===== config.mk =====
export PLATFORM = sky130hd
export DESIGN_NAME = parking_gate_scheduler_flat
export DESIGN_NICKNAME = d
export VERILOG_FILES = /design/src/rtl/parking_gate_scheduler_if.sv /design/src/rtl/parking_gate_scheduler.sv /design/src/flat_wrapper.sv
export SDC_FILE = /design/constraint.sdc
export NUM_CORES = 1
export LEC_CHECK = 0
export CORE_ASPECT_RATIO = 0.8
export CORE_MARGIN = 4
export CORE_UTILIZATION = 42
export DETAILED_ROUTE_END_ITERATION = 7
export PLACE_DENSITY = 0.67
export SLEW_MARGIN = 10
export SYNTH_ARGS = -nofsm -noshare
export SYNTH_HDL_FRONTEND = slang
export SYNTH_SLANG_ARGS = --single-unit
export TNS_END_PERCENT = 1

===== constraint.sdc =====
create_clock -name clk -period 2.52 [get_ports clk]
set_clock_uncertainty 0.05 [all_clocks]
set_input_delay 0.63 -clock clk [delete_from_list [all_inputs] [get_ports clk]]
set_output_delay 0.63 -clock clk [all_outputs]
set_load 0.02 [all_outputs]

===== src/rtl/parking_gate_scheduler_if.sv =====
// rtl/parking_gate_scheduler_if.sv - request/gate/commit signal bundle between the lot loops, the scheduler and Parking
interface parking_gate_scheduler_if #(
    parameter int TO_CNT_W = 8
);
    logic                entry_req;
    logic                entry_is_uni;
    logic                exit_req;
    logic                exit_is_uni;
    logic                uni_is_vacated_space;
    logic                is_vacated_space;
    logic                car_passed;
    logic                gate_open;
    logic                grant_entry;
    logic                grant_exit;
    logic                car_entered;
    logic                is_uni_car_entered;
    logic                car_exited;
    logic                is_uni_car_exited;
    logic                entry_denied;
    logic [TO_CNT_W-1:0] abort_cnt;

    modport master (
        output entry_req, entry_is_uni, exit_req, exit_is_uni,
               uni_is_vacated_space, is_vacated_space, car_passed,
        input  gate_open, grant_entry, grant_exit, car_entered, is_uni_car_entered,
               car_exited, is_uni_car_exited, entry_denied, abort_cnt
    );

    modport slave (
        input  entry_req, entry_is_uni, exit_req, exit_is_uni,
               uni_is_vacated_space, is_vacated_space, car_passed,
        output gate_open, grant_entry, grant_exit, car_entered, is_uni_car_entered,
               car_exited, is_uni_car_exited, entry_denied, abort_cnt
    );
endinterface


===== src/rtl/parking_gate_scheduler.sv =====
// rtl/parking_gate_scheduler.sv - shared barrier sequencer: arbitration, open/pass/close, commit strobes (option: EXIT_PRIORITY_EN)
module parking_gate_scheduler #(
    parameter int OPEN_CYC     = 4,
    parameter int PASS_TIMEOUT = 16,
    parameter int TO_CNT_W     = 8
) (
    input  logic                     clk,
    input  logic                     rst_n,
    parking_gate_scheduler_if.slave  bus
);
    localparam int TMR_MAX = (OPEN_CYC > PASS_TIMEOUT) ? OPEN_CYC : PASS_TIMEOUT;
    localparam int TMR_W   = $clog2(TMR_MAX + 1);

    typedef enum logic [1:0] {
        S_IDLE,
        S_OPEN,
        S_WAIT_PASS,
        S_CLOSE
    } state_t;

    state_t              r_state;
    logic [TMR_W-1:0]    r_timer;
    logic                r_req_is_uni;
    logic                r_deny_block;
    logic                r_gate_open;
    logic                r_grant_entry;
    logic                r_grant_exit;
    logic                r_car_entered;
    logic                r_is_uni_car_entered;
    logic                r_car_exited;
    logic                r_is_uni_car_exited;
    logic                r_entry_denied;
    logic [TO_CNT_W-1:0] r_abort_cnt;

    logic w_entry_ok;
    logic w_grant;
    logic w_pick_exit;

    assign w_entry_ok = bus.entry_req &
                        (bus.entry_is_uni ? bus.uni_is_vacated_space : bus.is_vacated_space);
    assign w_grant    = bus.exit_req | w_entry_ok;

`ifdef EXIT_PRIORITY_EN
    assign w_pick_exit = bus.exit_req;
`else
    logic r_rr_last_exit;
    // Contended grant goes to the side that did not win last time.
    assign w_pick_exit = bus.exit_req & (~w_entry_ok | ~r_rr_last_exit);

    always_ff @(posedge clk) begin
        if (!rst_n) begin
            r_rr_last_exit <= 1'b1;
        end else if (r_state == S_IDLE && w_grant) begin
            r_rr_last_exit <= w_pick_exit;
        end
    end
`endif

    always_ff @(posedge clk) begin
        if (!rst_n) begin
            r_state              <= S_IDLE;
            r_timer              <= '0;
            r_req_is_uni         <= 1'b0;
            r_deny_block         <= 1'b0;
            r_gate_open          <= 1'b0;
            r_grant_entry        <= 1'b0;
            r_grant_exit         <= 1'b0;
            r_car_entered        <= 1'b0;
            r_is_uni_car_entered <= 1'b0;
            r_car_exited         <= 1'b0;
            r_is_uni_car_exited  <= 1'b0;
            r_entry_denied       <= 1'b0;
            r_abort_cnt          <= '0;
        end else begin
            r_car_entered        <= 1'b0;
            r_is_uni_car_entered <= 1'b0;
            r_car_exited         <= 1'b0;
            r_is_uni_car_exited  <= 1'b0;
            r_entry_denied       <= 1'b0;
            case (r_state)
                S_IDLE: begin
                    if (!bus.entry_req) begin
                        r_deny_block <= 1'b0;
                    end
                    if (w_grant) begin
                        r_grant_exit  <= w_pick_exit;
                        r_grant_entry <= ~w_pick_exit;
                        r_req_is_uni  <= w_pick_exit ? bus.exit_is_uni : bus.entry_is_uni;
                        r_gate_open   <= 1'b1;
                        r_timer       <= '0;
                        r_state       <= S_OPEN;
                    end else if (bus.entry_req && !r_deny_block) begin
                        // One refusal per arrival; re-armed when the car leaves the loop.
                        r_entry_denied <= 1'b1;
                        r_deny_block   <= 1'b1;
                    end
                end
                S_OPEN: begin
                    if (r_timer == TMR_W'(OPEN_CYC - 1)) begin
                        r_timer <= '0;
                        r_state <= S_WAIT_PASS;
                    end else begin
                        r_timer <= r_timer + 1'b1;
                    end
                end
                S_WAIT_PASS: begin
                    if (bus.car_passed) begin
                        r_car_entered        <= r_grant_entry;
                        r_is_uni_car_entered <= r_grant_entry & r_req_is_uni;
                        r_car_exited         <= r_grant_exit;
                        r_is_uni_car_exited  <= r_grant_exit & r_req_is_uni;
                        r_state              <= S_CLOSE;
                    end else if (r_timer == TMR_W'(PASS_TIMEOUT - 1)) begin
                        if (!(&r_abort_cnt)) begin
                            r_abort_cnt <= r_abort_cnt + 1'b1;
                        end
                        r_state <= S_CLOSE;
                    end else begin
                        r_timer <= r_timer + 1'b1;
                    end
                end
                S_CLOSE: begin
                    r_gate_open   <= 1'b0;
                    r_grant_entry <= 1'b0;
                    r_grant_exit  <= 1'b0;
                    r_state       <= S_IDLE;
                end
                default: r_state <= S_IDLE;
            endcase
        end
    end

    assign bus.gate_open          = r_gate_open;
    assign bus.grant_entry        = r_grant_entry;
    assign bus.grant_exit         = r_grant_exit;
    assign bus.car_entered        = r_car_entered;
    assign bus.is_uni_car_entered = r_is_uni_car_entered;
    assign bus.car_exited         = r_car_exited;
    assign bus.is_uni_car_exited  = r_is_uni_car_exited;
    assign bus.entry_denied       = r_entry_denied;
    assign bus.abort_cnt          = r_abort_cnt;
endmodule


===== src/flat_wrapper.sv =====
// flat-port wrapper written by rule: the top's interface ports become plain ports
module parking_gate_scheduler_flat 
#(
    parameter int OPEN_CYC     = 4,
    parameter int PASS_TIMEOUT = 16,
    parameter int TO_CNT_W     = 8
)
  (clk, rst_n, bus_entry_req, bus_entry_is_uni, bus_exit_req, bus_exit_is_uni, bus_uni_is_vacated_space, bus_is_vacated_space, bus_car_passed, bus_gate_open, bus_grant_entry, bus_grant_exit, bus_car_entered, bus_is_uni_car_entered, bus_car_exited, bus_is_uni_car_exited, bus_entry_denied, bus_abort_cnt);
  parking_gate_scheduler_if #(.TO_CNT_W(TO_CNT_W)) bus_i ();
  input  logic clk;
  input  logic rst_n;
  input wire logic [$bits(bus_i.entry_req)-1:0] bus_entry_req;
  input wire logic [$bits(bus_i.entry_is_uni)-1:0] bus_entry_is_uni;
  input wire logic [$bits(bus_i.exit_req)-1:0] bus_exit_req;
  input wire logic [$bits(bus_i.exit_is_uni)-1:0] bus_exit_is_uni;
  input wire logic [$bits(bus_i.uni_is_vacated_space)-1:0] bus_uni_is_vacated_space;
  input wire logic [$bits(bus_i.is_vacated_space)-1:0] bus_is_vacated_space;
  input wire logic [$bits(bus_i.car_passed)-1:0] bus_car_passed;
  output wire logic [$bits(bus_i.gate_open)-1:0] bus_gate_open;
  output wire logic [$bits(bus_i.grant_entry)-1:0] bus_grant_entry;
  output wire logic [$bits(bus_i.grant_exit)-1:0] bus_grant_exit;
  output wire logic [$bits(bus_i.car_entered)-1:0] bus_car_entered;
  output wire logic [$bits(bus_i.is_uni_car_entered)-1:0] bus_is_uni_car_entered;
  output wire logic [$bits(bus_i.car_exited)-1:0] bus_car_exited;
  output wire logic [$bits(bus_i.is_uni_car_exited)-1:0] bus_is_uni_car_exited;
  output wire logic [$bits(bus_i.entry_denied)-1:0] bus_entry_denied;
  output wire logic [$bits(bus_i.abort_cnt)-1:0] bus_abort_cnt;
  assign bus_i.entry_req = bus_entry_req;
  assign bus_i.entry_is_uni = bus_entry_is_uni;
  assign bus_i.exit_req = bus_exit_req;
  assign bus_i.exit_is_uni = bus_exit_is_uni;
  assign bus_i.uni_is_vacated_space = bus_uni_is_vacated_space;
  assign bus_i.is_vacated_space = bus_is_vacated_space;
  assign bus_i.car_passed = bus_car_passed;
  assign bus_gate_open = bus_i.gate_open;
  assign bus_grant_entry = bus_i.grant_entry;
  assign bus_grant_exit = bus_i.grant_exit;
  assign bus_car_entered = bus_i.car_entered;
  assign bus_is_uni_car_entered = bus_i.is_uni_car_entered;
  assign bus_car_exited = bus_i.car_exited;
  assign bus_is_uni_car_exited = bus_i.is_uni_car_exited;
  assign bus_entry_denied = bus_i.entry_denied;
  assign bus_abort_cnt = bus_i.abort_cnt;
  parking_gate_scheduler #(.OPEN_CYC(OPEN_CYC), .PASS_TIMEOUT(PASS_TIMEOUT), .TO_CNT_W(TO_CNT_W)) u_core (.clk(clk), .rst_n(rst_n), .bus(bus_i));
endmodule

==> metrics.md <==
| Metric | Value |
|---|---|
| Status | `completed` |
| Comb power frac | `0.331` |
| Clk_lat worst skew | `270 ps` |
| Die area | `4090 um^2` |
| FP Rows | `17` |
| Vias in the first global route | `1027` |
| Crit-path max FO | `5` |
| Clk root buf | `clkbuf_8` |
| RSZ-0062 raised after global routing | `no` |
| Hold Path Stages | `1` |
| Most frequent cell after synthesis | `dfxtp_1` |
| Hold WC Path Type | `reg -> reg` |
| Clock slew at reported path FFs | `90 ps` |
| Detailed-route via count | `1156` |
| Library cells used by synthesis | `44` |
| Core area | `2870 um^2` |
| Hold Vio Cnt, Final | `0` |
| Residual DRC | `0` |
| Seq/Total Area, Yosys | `0.396` |
| Reg-to-reg critical path startpoint | `u_core.r_timer[0]$_SDFFE_PN0P_` |
| Met2 wire length | `1.25 mm` |
| Internal power | `838 uW` |
| Die H | `58.0 um` |
| DRT met1 WL | `1.38 mm` |
| Largest net degree at the start of global routing | `21` |
| Top_reg_cell synth | `dfxtp_1` |
| Reg2Reg Depth | `7` |
| GRT Total Usage | `0.139` |
| Area added between synthesis and finish | `25.6%` |
| Max-cap violation count | `0` |
| Pwr/cell area | `760 nW/um^2` |
| Dominant cell type by area after synthesis | `dfxtp_1` |
| Total clock sinks | `26` |
| Req. time, crit path | `2650 ps` |
| CP Class | `reg -> reg` |
| Wire per inst | `13.5 um` |
| Ys Warns | `0` |
| Pre-CTS setup slack | `207 ps` |
| H-tree depth | `1` |
| Worst vdd ir | `0.563 mV` |
| Switching Share | `0.331` |
| Uppermost layer routed | `met4` |
| Startpoint Class | `flip-flop` |
| Register area | `520 um^2` |
| Final setup fails | `0` |
| Worst hold start | `u_core.r_deny_block$_SDFFE_PN0N_` |
| Share of the synthesized area in the top cell type | `0.396` |
| Hold endpoint | `u_core.bus.entry_denied$_SDFF_PP0_` |
| Reg2reg end | `u_core.r_timer[2]$_SDFFE_PN0P_` |
| CTS tree | `done` |
| Max Root-Sink Buffers | `2` |
| Congestion Overflow GR | `0` |
| Routed Wire Length | `2.78 mm` |
| PostCTS Resize Cnt | `0` |
| Sw power | `415 uW` |
| Rel. slew slack | `0.575` |
| Post-Synthesis Cells | `143` |
| Synth top area cells | `dfxtp_1 (40%), ha_1 (6.7%), a21oi_1 (5.0%)` |
| Total iterations of the first detailed-routing run | `4` |
| Met3 Routed Length | `141 um` |
| Min cycle time layout | `2130 ps` |
| Die width | `70.5 um` |
| Data arrival time of the worst path | `2260 ps` |
| Initial Util | `0.458` |
| Avg Inst Size Synth | `9.19 um^2` |
| Postcts setup bufs | `0` |
| First-pass GRT wire length | `4.64 mm` |
| Initial antenna violation count | `0` |
| Final worst slack | `393 ps` |
| Fmax | `0.470 GHz` |
| Post-Place Cell Area | `1580 um^2` |
| Share of power burned in registers | `0.394` |
| Gp weighted congestion | `0.812` |
| Clock Power Share | `0.276` |
| Ant. Diodes | `0` |
| Final Max Tran Viols | `0` |
| Syn_nets | `159` |
| Setup crit end kind | `flip-flop` |
| Post-synth EDFFs | `0` |
| Synth async-reset ratio | `0` |
| Vias/cell | `5.61` |
| Leak Pwr | `0.000599 uW` |
| Port buffer count | `24` |
| CTS Buf Count | `3` |
| Initial DRC count | `84` |
| Nets@finish | `185` |
| Cts hold-fix bufs | `0` |
| Worst-Margin Slew | `636 ps` |
| Top cells by count, synth | `dfxtp_1 (26), a21oi_1 (13), o21ai_0 (10), nor2_1 (9)` |
| Design area | `1650 um^2` |
| Share of post-route cells with drive strength above 1 | `0.0774` |
| Post-DP HPWL | `2.10 mm` |
| Synthesis-stage register bit count | `26` |
| Total Neg Setup Slack | `0 ps` |
| Mapped cell area | `1310 um^2` |
| Final-layout fill cell count | `253` |
| Multi-input logic area | `744 um^2` |
| Io pins | `25` |
| Antenna viol nets, final | `0` |
| Period utilization | `0.844` |
| R2R Setup Slk | `390 ps` |
==> sequential cells by signal (all words and copies together) (netlist names) <==
name / count
u_core.bus.abort_cnt: 8
u_core.bus.car_entered: 1
u_core.bus.car_exited: 1
u_core.bus.entry_denied: 1
u_core.bus.gate_open: 1
u_core.bus.grant_entry: 1
u_core.bus.grant_exit: 1
u_core.bus.is_uni_car_entered: 1
u_core.bus.is_uni_car_exited: 1
u_core.r_deny_block: 1
u_core.r_req_is_uni: 1
u_core.r_rr_last_exit: 1
u_core.r_state: 2
u_core.r_timer: 5
==> metrics by stage <==
step                cells   util  total power (uW)  hold slack [ps]
global route          206  0.575              1330              425
floorplan             143      -               791              352
CTS                   206  0.575              1260              377
detailed placement    202  0.550               910              364
finish                206  0.575              1250              376
global placement      202  0.550               896              366
==> cells by family (layout without fill, tap and decap cells) <==
kind of cell,Yosys count,after routing,share of synthesized area
flops,26,26,0.396
mux,5,5,0.0390
compound gates,42,42,0.208
xor+xnor,3,3,0.0200
buf+inv,10,35,0.0371
fa+ha+maj,7,7,0.0667
simple gates,50,50,0.233
==> area by class of cell <==
cell class | instances | share of cell area
Inverter | 7 | 0.0159
Clock inverter | 1 | 0.0182
Multi-Input combinational cell | 107 | 0.451
Clock buffer | 3 | 0.0250
Sequential cell | 26 | 0.315
Timing Repair Buffer | 24 | 0.146
Tap cell | 38 | 0.0288
==> worst max-delay path by stage <==
| stage | start | cells after the start | endpoint | slack, ps |
|---|---|---|---|---|
| final | u_core.r_timer[0]$_SDFFE_PN0P_ | 7 | u_core.r_timer[2]$_SDFFE_PN0P_ | 390 |
| after global routing | u_core.r_timer[0]$_SDFFE_PN0P_ | 7 | u_core.r_timer[2]$_SDFFE_PN0P_ | 180 |
| after CTS | u_core.r_timer[0]$_SDFFE_PN0P_ | 7 | u_core.r_timer[2]$_SDFFE_PN0P_ | 410 |
| after detailed placement | bus_entry_is_uni | 5 | u_core.r_timer[2]$_SDFFE_PN0P_ | 210 |
| after global placement | bus_car_passed | 5 | u_core.bus.abort_cnt[7]$_SDFFE_PN0P_ | 270 |
| after floorplan | u_core.r_timer[0]$_SDFFE_PN0P_ | 7 | u_core.r_timer[2]$_SDFFE_PN0P_ | 650 |
==> placed cells by master (no fill, tap or decap), drive strengths merged, types with 2 or more instances in the layout <==
master and count:
and2 3, a31oi 4, nor2 9, o211ai 2, nor3b 2, nand4b 3
clkdlybuf4s50 24, dfxtp 26, nand4 3, or3 2, nand2 5, a21oi 14
a311oi 2, o21ai 11, nand2b 3, clkbuf 3, ha 7, nor2b 3
mux2i 4, nand3 4, inv 7, xnor2 3, and3 7, o31ai 2
==> routing by layer <==
layer	track usage	vias to the layer above
met4	0.0268	0
met5	0	-
met1	0.189	550
li1	-	580
met2	0.217	24
met3	0.0468	2
==> power by group through the flow <==
stage               registers (uW)  clock network (uW)  logic, uW
finish                         494                 346        415
global route                   499                 374        460
CTS                            493                 354        410
global placement               500                   0        396
detailed placement             503                   0        407
floorplan                      513                   0        278
==> worst max-delay path: stages (launching register included) <==
cell      delay [ps]
dfxtp_1          340
ha_1             230
and3_1           190
ha_1             210
o21ai_0          220
nor2b_1          370
a41oi_1          170
a311oi_1         260
(Power assumes the default switching activity.)
==> RTL change 1: new RTL, same settings <==
`TO_CNT_W` is set to 8 in 3 places; all go to 12.
--- a/src/rtl/parking_gate_scheduler_if.sv
+++ b/src/rtl/parking_gate_scheduler_if.sv
@@ -1,6 +1,6 @@
 // rtl/parking_gate_scheduler_if.sv - request/gate/commit signal bundle between the lot loops, the scheduler and Parking
 interface parking_gate_scheduler_if #(
-    parameter int TO_CNT_W = 8
+    parameter int TO_CNT_W = 12
 );
     logic                entry_req;
     logic                entry_is_uni;
--- a/src/rtl/parking_gate_scheduler.sv
+++ b/src/rtl/parking_gate_scheduler.sv
@@ -2,7 +2,7 @@
 module parking_gate_scheduler #(
     parameter int OPEN_CYC     = 4,
     parameter int PASS_TIMEOUT = 16,
-    parameter int TO_CNT_W     = 8
+    parameter int TO_CNT_W     = 12
 ) (
     input  logic                     clk,
     input  logic                     rst_n,
--- a/src/flat_wrapper.sv
+++ b/src/flat_wrapper.sv
@@ -3,7 +3,7 @@
 #(
     parameter int OPEN_CYC     = 4,
     parameter int PASS_TIMEOUT = 16,
-    parameter int TO_CNT_W     = 8
+    parameter int TO_CNT_W     = 12
 )
   (clk, rst_n, bus_entry_req, bus_entry_is_uni, bus_exit_req, bus_exit_is_uni, bus_uni_is_vacated_space, bus_is_vacated_space, bus_car_passed, bus_gate_open, bus_grant_entry, bus_grant_exit, bus_car_entered, bus_is_uni_car_entered, bus_car_exited, bus_is_uni_car_exited, bus_entry_denied, bus_abort_cnt);
   parking_gate_scheduler_if #(.TO_CNT_W(TO_CNT_W)) bus_i ();
Ports: changed (resized bus_abort_cnt); port bits go from 25 to 29. No check against the original RTL was run, so the function may have changed too.
==> RTL change 1 against the original RTL <==
Critical path depth is the same; sequential share of layout area shrank 0.49 points; sequential cell count grew 4; largest cell class unchanged; final area grew 17%; wire length grew 23%; power grew 9.5%; worst setup slack lost 0.037 ns; synthesized area grew 15%.
==> RTL change 1: results (changes against the original RTL) <==
[cells_and_area]
nets=220  ; +19%
nFillCells=307  ; +21%
buffer_area_share_pct=15.3  ; +0.71 points
inverters=9  ; +2
buffers_excl_clock=30  ; +25%
multi_input_area_share_pct=44.5  ; -0.61 points
clk_share_pct=4.72  ; +0.40 points
multi_input_cells=128  ; +20%
clockBufferCount=7  ; +4
drive_above_1_share_pct=8.78  ; +1.0 points

[power_and_ir_drop]
ir_drop_uv=498  ; -12%
power_leakage_nw=0.698  ; +17%
p_switching_uw=460  ; +11%
power_frac_seq_pct=41.0  ; +1.6 points
clkPwrFrac_pct=28.5  ; +0.9 points

[global_routing]
grtUsageMet2_pct=26.6  ; +4.8 points
met1_usage_pct=21.3  ; +2.4 points
grt_use_met3_pct=5.31  ; +0.63 points
grt_pass1_wl_um=5850  ; +26%
antenna_found_initial=0  ; unchanged
grt_max_degree=23  ; +9.5%

[synthesis]
ys_seq_area_share_pct=39.6  ; about the same
syn-num-nets=188  ; +18%
muxShareOfSynthArea_pct=0.743  ; -3.2 points
synth_xor_area_share_pct=0.578  ; -1.4 points
synth_common_cells=dfxtp_1, a21oi_1, nand2_1
synth.area.top_cells=dfxtp_1, a21oi_1, ha_1, o21ai_0, nand2_1
synth_fa_ha_area_share_pct=5.78  ; -0.89 points
synth-compound-area-share_pct=24.9  ; +4.2 points
yosysTopAreaCellShare_pct=39.6  ; about the same

[routing]
met1_length_um=1660  ; +20%
wire_per_inst_um=13.8  ; +2.6%
wl_met2_um=1560  ; +25%
route.met3.wl_um=160  ; +13%
first_pass_iters=5  ; +1
drt_iter0_drc=77  ; -8.3%
viasPerCell=5.62  ; +0.21%

[setup_path]
cpPeakStageDelay_ns=0.52  ; +0.15 ns
path_delay_family=simple AND/OR/NAND/NOR gates
critPathArrivalTime_ns=2.34  ; +0.08 ns

[placement]
portBuffers=28  ; +17%
dp_hpwl_um=2540  ; +21%
gp_congestion=0.792  ; -2.5%

[clocking]
cts-buffers-inserted=5  ; +2
cts.sinks=30  ; +15%
h-tree-depth=2  ; +1
clk_pin_slew_worst_paths_ns=0.06  ; -0.03 ns

[outcome]
status=finished, final reports clean

[min_path]
hold_depth=1  ; unchanged

[timing]
slew_headroom_pct=48.0  ; -9.5 points

## RTL change 1: per-stage QoR
step           cell area [um2]  utilization (%)  std cells  setup WS [ns]  power, mW
6_report                  1930             56.1        247          0.356       1.37
3_5_place_dp              1840             53.5        239         0.0628      0.987
3_3_place_gp              1840             53.5        239          0.116      0.974
4_1_cts                   1930             56.1        247          0.363       1.38
2_1_floorplan             1520                -        172          0.520      0.857
5_1_grt                   1930             56.1        247          0.203       1.47
## RTL change 1: worst paths after layout
path / from / to / slack, ns
max: u_core.r_timer[0] / u_core.bus.abort_cnt[9] / 0.36
min: u_core.r_deny_block / u_core.bus.entry_denied / 0.38
max reg2reg: u_core.r_timer[0] / u_core.bus.abort_cnt[9] / 0.36
min reg2reg: u_core.r_deny_block / u_core.bus.entry_denied / 0.38
## RTL change 1: worst register-to-register path: cells and delay by family, from the launching register on
kind / cells / cell delay [ns]
AND/OR/NAND/NOR: 5 / 1.29
adder cells (fa/ha/maj): 2 / 0.40
flip-flops: 1 / 0.36
==> RTL change 2: new RTL, config.mk and constraints unchanged <==
Made on the original files. Encoding of `state_t`: now one-hot (4 bits for 4 states).
--- a/src/rtl/parking_gate_scheduler.sv
+++ b/src/rtl/parking_gate_scheduler.sv
@@ -11,11 +11,11 @@
     localparam int TMR_MAX = (OPEN_CYC > PASS_TIMEOUT) ? OPEN_CYC : PASS_TIMEOUT;
     localparam int TMR_W   = $clog2(TMR_MAX + 1);
 
-    typedef enum logic [1:0] {
-        S_IDLE,
-        S_OPEN,
-        S_WAIT_PASS,
-        S_CLOSE
+    typedef enum logic [3:0] {
+        S_IDLE      = 4'b0001,
+        S_OPEN      = 4'b0010,
+        S_WAIT_PASS = 4'b0100,
+        S_CLOSE     = 4'b1000
     } state_t;
 
     state_t              r_state;
Formal check against the unedited RTL: no difference found for any inputs over 10 cycles, from zero or initial values and one cycle with rst_n low; not proved beyond that.
==> RTL change 2 against the original RTL <==
Critical endpoint is now u_core.bus.abort_cnt[5]; synthesized area grew 8.6%; final area grew 10%; wire length grew 22%; count of clock-buffer cells in the layout is the same; cell count grew 11%; highest routed layer unchanged; sequential cell count grew 2; sequential share of layout area shrank 0.64 points; worst setup slack lost 0.20 ns.
Power is not compared: it rests on default switching activity, and its combinational part moved more than twofold at a synthesized area within 25%.
==> RTL change 2: results (changes against the original RTL) <==
[routing]
viasPerCell=5.78  ; +3.0%
drt_iter0_drc=151  ; +80%
wl_met2_um=1550  ; +25%
finalWirelength_um=3410  ; +22%
route.met3.wl_um=159  ; +13%
first_pass_iters=4  ; unchanged
met1_length_um=1660  ; +20%

[global_routing]
grt_usage_pct=17.1  ; +3.2 points
grtUsageMet2_pct=25.9  ; +4.1 points
grt_use_met3_pct=4.54  ; -0.14 points
grt_pass1_vias=1265  ; +23%
grt_max_degree=17  ; -19%
antenna_found_initial=0  ; unchanged
met1_usage_pct=23.9  ; +5.0 points
grt_pass1_wl_um=5870  ; +26%

[synthesis]
syn-num-nets=171  ; +7.5%
synthArstFlopShare_pct=0  ; unchanged
synth_xor_area_share_pct=0  ; -2.0 points
synth_cell_types=50  ; +14%
synth_common_cells=dfxtp_1, a21oi_1, inv_1, nor2_1
muxShareOfSynthArea_pct=2.19  ; -1.7 points
synth-main-ff-cell=dfxtp_1
ys_seq_area_share_pct=39.3  ; -0.32 points
synth.area.top_cells=dfxtp_1, a21oi_1, nand3_1, ha_1, inv_1
synth-compound-area-share_pct=25.4  ; +4.7 points
synth_cells=159  ; +11%
synth_fa_ha_area_share_pct=2.63  ; -4.0 points
ys_warn_count=0  ; unchanged

[timing]
fmax_mhz=430  ; -8.5%
hold_slack_ns=0.391  ; +0.0152 ns
slew_headroom_pct=53.8  ; -3.7 points

[setup_path]
cpPeakStageDelay_ns=0.50  ; +0.13 ns
path_delay_family=simple AND/OR/NAND/NOR gates
ff2ff_path_depth=7  ; unchanged
reg2reg_to=u_core.bus.abort_cnt[5]
crit_path_start=u_core.r_timer[0]
worst-setup-path-type=flop to flop
cp_max_fo=7  ; +2
reg2reg_slack_ns=0.19  ; -0.20 ns
critPathArrivalTime_ns=2.49  ; +0.23 ns
rr_startpoint=u_core.r_timer[0]
crit_slowest_cell=or4_1

[clocking]
h-tree-depth=1  ; unchanged
cts-buffers-inserted=3  ; unchanged
cts_root_buf=clkbuf_8
cts_buffer_depth=2  ; unchanged
post_cts_buffers=0  ; unchanged
clkLatencyLatePin_ns=0.28

[placement]
dp_hpwl_um=2620  ; +24%
post-place-ws_ns=-0.0222  ; -0.229 ns
gp_congestion=0.819  ; +0.84%
dp.cells=223  ; +10%

[cells_and_area]
layout.cells.non_filler=228  ; +11%
largest_reg_flops=8  ; unchanged
drive_above_1_share_pct=13.8  ; +6.1 points
nets=201  ; +8.6%
diodes=0  ; unchanged

[outcome]
status=finished, final reports clean

[power_and_ir_drop]
ir_drop_uv=312

[run]
cap_violations=0  ; unchanged

RTL change 2: report_power, final:
| group | internal, mW | total, mW | switching, mW | leakage, nW |
|---|---|---|---|---|
| Clock | 0.213 | 0.349 | 0.136 | 0.0357 |
| Sequential | 0.461 | 0.482 | 0.0211 | 0.228 |
| Combinational | 0.0706 | 0.151 | 0.0808 | 0.370 |
RTL change 2: worst min-delay path by stage:
stage	start	to	depth (start not counted)
CTS	u_core.r_deny_block	u_core.bus.entry_denied	1
floorplan	u_core.r_deny_block	u_core.bus.entry_denied	1
global route	u_core.r_deny_block	u_core.bus.entry_denied	1
detailed placement	u_core.r_deny_block	u_core.bus.entry_denied	1
global placement	u_core.r_deny_block	u_core.bus.entry_denied	1
finish	u_core.r_deny_block	u_core.bus.entry_denied	1
RTL change 2: logic make-up after synthesis:
| logic type | after synthesis |
|---|---|
| simple gates | 61 |
| compound gates | 47 |
| fa+ha+maj | 3 |
| flops | 28 |
| mux | 3 |
| buf+inv | 17 |
RTL change 2: final cells by class:
| class | count | area, um2 |
|---|---|---|
| well taps | 40 | 50.0 |
| repair buffers | 32 | 300 |
| fillers | 282 | 1360 |
| inverters | 10 | 37.5 |
| multi-input cells | 114 | 797 |
| flip-flops and latches | 28 | 562 |
| clock buffers | 3 | 41.3 |
| clock inverters | 1 | 30.0 |
RTL change 2: stage by stage:
step	area, um2	setup TNS, ns
6_report	1820	0
3_5_place_dp	1730	-0.0415
5_1_grt	1820	0
3_3_place_gp	1730	0
2_1_floorplan	1430	0
4_1_cts	1800	0
RTL change 2: worst reg2reg max path: cells and delay by family (launching register included):
family	cells	cell delay [ns]
DFF	1	0.37
AOI/OAI and AO/OA	1	0.15
and+or+nand+nor	4	1.30
adders and majority gates	2	0.39
